--- config.mk ---
export PLATFORM = sky130hd
export DESIGN_NAME = mdu
export DESIGN_NICKNAME = d
export VERILOG_FILES = /design/src/rtl/mdu.sv
export SDC_FILE = /design/constraint.sdc
export NUM_CORES = 1
export LEC_CHECK = 0
export BUFFER_PORTS_ARGS = -buffer_cell sky130_fd_sc_hd__buf_2
export CORE_AREA = 2 2 194 196
export DETAILED_ROUTE_END_ITERATION = 16
export DIE_AREA = 0 0 196 198
export PLACE_DENSITY_LB_ADDON = 0.05
export REMOVE_ABC_BUFFERS = 1
export SKIP_CTS_REPAIR_TIMING = 1
export SYNTH_ARGS = -nofsm -noshare
export SYNTH_HDL_FRONTEND = slang
export SYNTH_SLANG_ARGS = --single-unit
export TNS_END_PERCENT = 10
--- constraint.sdc ---
create_clock -name clk -period 5.63 [get_ports clk]
set_clock_uncertainty 0.05 [all_clocks]
set_input_delay 1.126 -clock clk [delete_from_list [all_inputs] [get_ports clk]]
set_output_delay 1.126 -clock clk [all_outputs]
set_load 0.01 [all_outputs]
--- src/rtl/mdu.sv ---
`timescale 1ns/1ps
`default_nettype none
// ============================================================================
// Module   : mdu
// Purpose  : Iterative 32x32 multiply/divide unit with HI/LO result registers.
// Revision : 1.0 - initial release
// ============================================================================
module mdu (
  input  logic        clk,
  input  logic        reset,
  input  logic [31:0] srca,
  input  logic [31:0] srcb,
  input  logic [2:0]  mduop,
  input  logic        start,
  output logic        busy,
  output logic [31:0] hi,
  output logic [31:0] lo
);

  localparam logic [2:0] OP_MULT  = 3'b001;
  localparam logic [2:0] OP_MULTU = 3'b010;
  localparam logic [2:0] OP_DIV   = 3'b011;
  localparam logic [2:0] OP_DIVU  = 3'b100;
  localparam logic [2:0] OP_MTHI  = 3'b101;
  localparam logic [2:0] OP_MTLO  = 3'b110;
  localparam logic [5:0] LAST_STEP = 6'd31;

  typedef enum logic [1:0] {IDLE = 2'd0, MUL = 2'd1, DIV = 2'd2, FIX = 2'd3} state_t;

  state_t      state;
  logic [31:0] opa, opb, orig_a, rem;
  logic [63:0] acc;
  logic [5:0]  cnt;
  logic        neg_q, neg_r, div0, is_div;

  logic        is_signed, sgn_a, sgn_b;
  logic [31:0] abs_a, abs_b;
  logic [32:0] mul_sum, div_shift;
  logic [31:0] div_sub;
  logic        div_fits;
  logic [63:0] prod;
  logic [31:0] quo, rmd;

  always_comb begin
    is_signed = (mduop == OP_MULT) || (mduop == OP_DIV);
    sgn_a     = is_signed & srca[31];
    sgn_b     = is_signed & srcb[31];
    abs_a     = sgn_a ? -srca : srca;
    abs_b     = sgn_b ? -srcb : srcb;
    // Multiply: acc = {partial product, remaining multiplier bits}
    mul_sum   = {1'b0, acc[63:32]} + (acc[0] ? {1'b0, opa} : 33'd0);
    // Divide: acc[31:0] shifts dividend bits out and quotient bits in
    div_shift = {rem, acc[31]};
    div_fits  = (div_shift >= {1'b0, opb});
    div_sub   = 32'(div_shift - {1'b0, opb});
    prod      = neg_q ? -acc : acc;
    quo       = neg_q ? -acc[31:0] : acc[31:0];
    rmd       = neg_r ? -rem : rem;
  end

  assign busy = (state != IDLE);

  always_ff @(posedge clk) begin
    if (reset) begin
      state  <= IDLE;
      hi     <= 32'd0;
      lo     <= 32'd0;
      opa    <= 32'd0;
      opb    <= 32'd0;
      orig_a <= 32'd0;
      rem    <= 32'd0;
      acc    <= 64'd0;
      cnt    <= 6'd0;
      neg_q  <= 1'b0;
      neg_r  <= 1'b0;
      div0   <= 1'b0;
      is_div <= 1'b0;
    end else begin
      case (state)
        IDLE: begin
          if (start) begin
            case (mduop)
              OP_MULT, OP_MULTU, OP_DIV, OP_DIVU: begin
                opa    <= abs_a;
                opb    <= abs_b;
                orig_a <= srca;
                rem    <= 32'd0;
                cnt    <= 6'd0;
                neg_q  <= sgn_a ^ sgn_b;
                neg_r  <= sgn_a;
                div0   <= (srcb == 32'd0);
                is_div <= (mduop == OP_DIV) || (mduop == OP_DIVU);
                if ((mduop == OP_DIV) || (mduop == OP_DIVU)) begin
                  acc   <= {32'd0, abs_a};
                  state <= DIV;
                end else begin
                  acc   <= {32'd0, abs_b};
                  state <= MUL;
                end
              end
              OP_MTHI: hi <= srca;
              OP_MTLO: lo <= srca;
              default: ;
            endcase
          end
        end
        MUL: begin
          acc <= {mul_sum, acc[31:1]};
          cnt <= cnt + 6'd1;
          if (cnt == LAST_STEP) state <= FIX;
        end
        DIV: begin
          rem <= div_fits ? div_sub : div_shift[31:0];
          acc <= {acc[63:32], acc[30:0], div_fits};
          cnt <= cnt + 6'd1;
          if (cnt == LAST_STEP) state <= FIX;
        end
        FIX: begin
          if (!is_div) begin
            hi <= prod[63:32];
            lo <= prod[31:0];
          end else if (div0) begin
            hi <= orig_a;
            lo <= 32'hFFFF_FFFF;
          end else begin
            hi <= rmd;
            lo <= quo;
          end
          state <= IDLE;
        end
        default: state <= IDLE;
      endcase
    end
  end

endmodule
`default_nettype wire

==> impl_results.md <==
* Post-DRT Antenna Nets at 0
* Initial antenna violation count at 0
* First-pass GRT wire length at 100,100 um
* Gr ovfl total at 0
* Final WL at 66,010 um
* CP max stage delay at 0.91 ns
* Flop-to-flop setup slack at 1.18 ns
* Synth top area cells: dfxtp_1, xnor2_1, nand2_1, a21oi_1, ha_1
* FF/Latch Area at 5348 sq um
* CTS sink count at 267
* Worst Setup End Kind: register
* Ports at 135
* DR vias/cell at 6.285
* Setup WS pre-CTS at 1.324 ns
* CTS Root Cell: clkbuf_16
* Post-Syn Instances at 2,400
* Drt pass-1 iters at 6
* Worst Path Required at 6.01 ns
* Worst Path Max Fanout at 18
* Layout cells sized above 1 at 10.41%
* Async SR Flop Fraction at 0%
* Post-synth EDFFs at 0
* Commonest non-fill, non-tap cell in the layout: nand2_1
* Core ar. at 36,960 sq um
* VDD IR max at 0.3292 mV
* Ant. Diodes at 0
* R2r worst-path depth at 13
* Filler instances at 3,601
* # Max-Cap Violations at 0
* Top cell type's share of synthesized area at 29.55%
* Site Rows at 71
* Synthesis Warnings at 0
* Max_slew headroom at 25.36%
* P&R area growth vs syn at 11.25%
* Largest net degree at the start of global routing at 88
* Power Density at 386.9 nW/um^2
* Hold_ws at 0.3851 ns
* Yosys top cell by area: dfxtp_1
* Hold Fails Final Rpt at 0
* IO Port Bufs at 134
* Die X at 196 um
* RSZ-0062 raised after global routing: no
* #FFs+latches synth at 267
* DR WL/cell at 22.58 um
* Post-DP HPWL at 48,430 um
* CP Data Arrival Time at 4.83 ns
* Most frequent cells in the layout: nand2_1, dfxtp_1, nor2_1, a21oi_1, o21ai_0
* Die height at 198 um
* Prevailing post-synth register cell: dfxtp_1
* WHS Path Cells at 2
* Max Fclk at 0.2245 GHz
* Synth Cell Area at 18,090 sq um
* Initial Util at 48.94%
* Via count of the routed design at 18.38k
* Sequential area share after synthesis at 29.55%
* Run status: finished, final reports clean
* Distinct cell type count of the synthesized netlist at 73
* Fin worst setup slack at 1.177 ns
* Final setup violation count at 0
* Post-route DRC violation count at 0
* Worst Max-Slew Pin Slew at 1.109 ns
* Worst hold path class: register to register
* TritonCTS buffer count at 34
* Startpoint types: register
* Initial DRC count at 1,674
* WS Path Type: register to register
* Crit share post-route at 79.10%
* Syn Area/Cell at 7.536 sq um
* Crit-path cells: and2_1, ha_1, inv_1, fa_1, nor2b_1, o2111a_1, o41a_1, nor4_1, a2111oi_0, nor2_1, o211ai_1, a311oi_1, o31ai_1
* Pleak at 8.034 nW
* H-Tree Depth at 2
* Die area at 38,810 sq um
* CTS tree: built
* Clk pin slew, worst setup/hold paths at 0.06 ns
* Setup TNS at 0 ns
* Gr usage total at 33.27%
* Clk Latency, worst-skew pair at 0.54 ns
* Tmin final at 4.453 ns
* Fin nets at 2,576
* Area of the multi-input gates at 11,800 sq um
* Crit-path slowest cell: a2111oi_0
* Clk buf depth at 3
* Slew Limit Fails at 0
* Vias in the first global route at 16.91k
* Gpl congestion at 0.9555
[synthesized netlist by cell type, types with 12 or more instances]
library cell,number
or3_1,20
o21ai_0,155
xnor2_1,126
o21bai_1,12
a21oi_1,205
nand2_1,280
o41ai_1,19
a221o_1,17
nand4_1,16
buf_1,12
nor2b_1,12
nand2b_1,21
a21o_1,39
a31oi_1,21
o211ai_1,28
dfxtp_1,267
or4_1,19
ha_1,74
inv_1,88
and3_1,13
nand3_1,28
nor2_1,240
nor4_1,22
nor3_1,63
xor2_1,64
o221ai_1,39
o31ai_1,37
a211oi_1,84
mux2i_1,18
a221oi_1,17
and2_1,38
clkbuf_1,155
a22o_1,13
[worst paths after layout]
check / from / end
min: hi[30] / hi[30]
min reg2reg: hi[30] / hi[30]
max reg2reg: acc[0] / acc[61]
max: acc[0] / acc[61]
[final cells by class]
class	count	area share, %
Sequential cell	267	26.58
Tap cell	474	2.948
Multi-Input combinational cell	1871	58.65
Inverter	90	1.679
Timing Repair Buffer	166	4.558
Clock inverter	9	0.5161
Clock buffer	47	5.074
[per-layer routing]
layer / vias up / wire length, um / part of all wire, % / track usage, %
li1: 8761 / - / - / -
met4: 0 / 2834 / 4.3 / 13.89
met5: - / 0 / 0 / 0
met1: 8666 / 28990 / 44 / 45.15
met2: 818 / 29350 / 44 / 53.33
met3: 133 / 4832 / 7.3 / 4.394
[state kept, by name (all words and copies together), names as in the netlist]
| signal | cells |
|---|---|
| lo | 32 |
| neg_r | 1 |
| opa | 32 |
| orig_a | 31 |
| acc | 64 |
| is_div | 1 |
| neg_q | 1 |
| div0 | 1 |
| state | 2 |
| opb | 32 |
| hi | 32 |
| rem | 32 |
| cnt | 6 |
[power breakdown]
group	total, W	switching [W]	internal [W]
clock network	0.00225	0.000895	0.00135
registers	0.00252	0.000350	0.00217
logic	0.00302	0.00198	0.00104
total	0.00778	0.00322	0.00456
[worst max-delay path: cells and delay by family, from the launching register on]
family / cells / cell delay (ns)
adders and majority gates: 2 / 0.57
and+or+nand+nor: 4 / 0.77
buffers and inverters: 1 / 0.07
DFF: 1 / 0.79
AOI/OAI and AO/OA: 6 / 2.11
[logic make-up (layout without fill, tap and decap cells)]
kind of cell | count (synthesis) | after routing | synth area share, %
buf+inv | 262 | 312 | 5.576
mux | 20 | 20 | 1.121
flops | 267 | 267 | 29.55
compound gates | 779 | 779 | 28.60
simple gates | 806 | 806 | 20.61
xor+xnor | 190 | 190 | 9.201
fa+ha+maj | 76 | 76 | 5.341
[through the flow]
stage | cell area, sq um | total power (W) | utilization, % | cells
floorplan | 17420 | 0.004473 | - | 2228
finish | 20120 | 0.007785 | 54.45 | 2924
detailed placement | 19000 | 0.005479 | 51.40 | 2868
global placement | 19000 | 0.005457 | 51.40 | 2868
global route | 20120 | 0.008179 | 54.45 | 2924
CTS | 20120 | 0.007715 | 54.45 | 2924
Note: power is estimated with default switching activity, not from simulation.
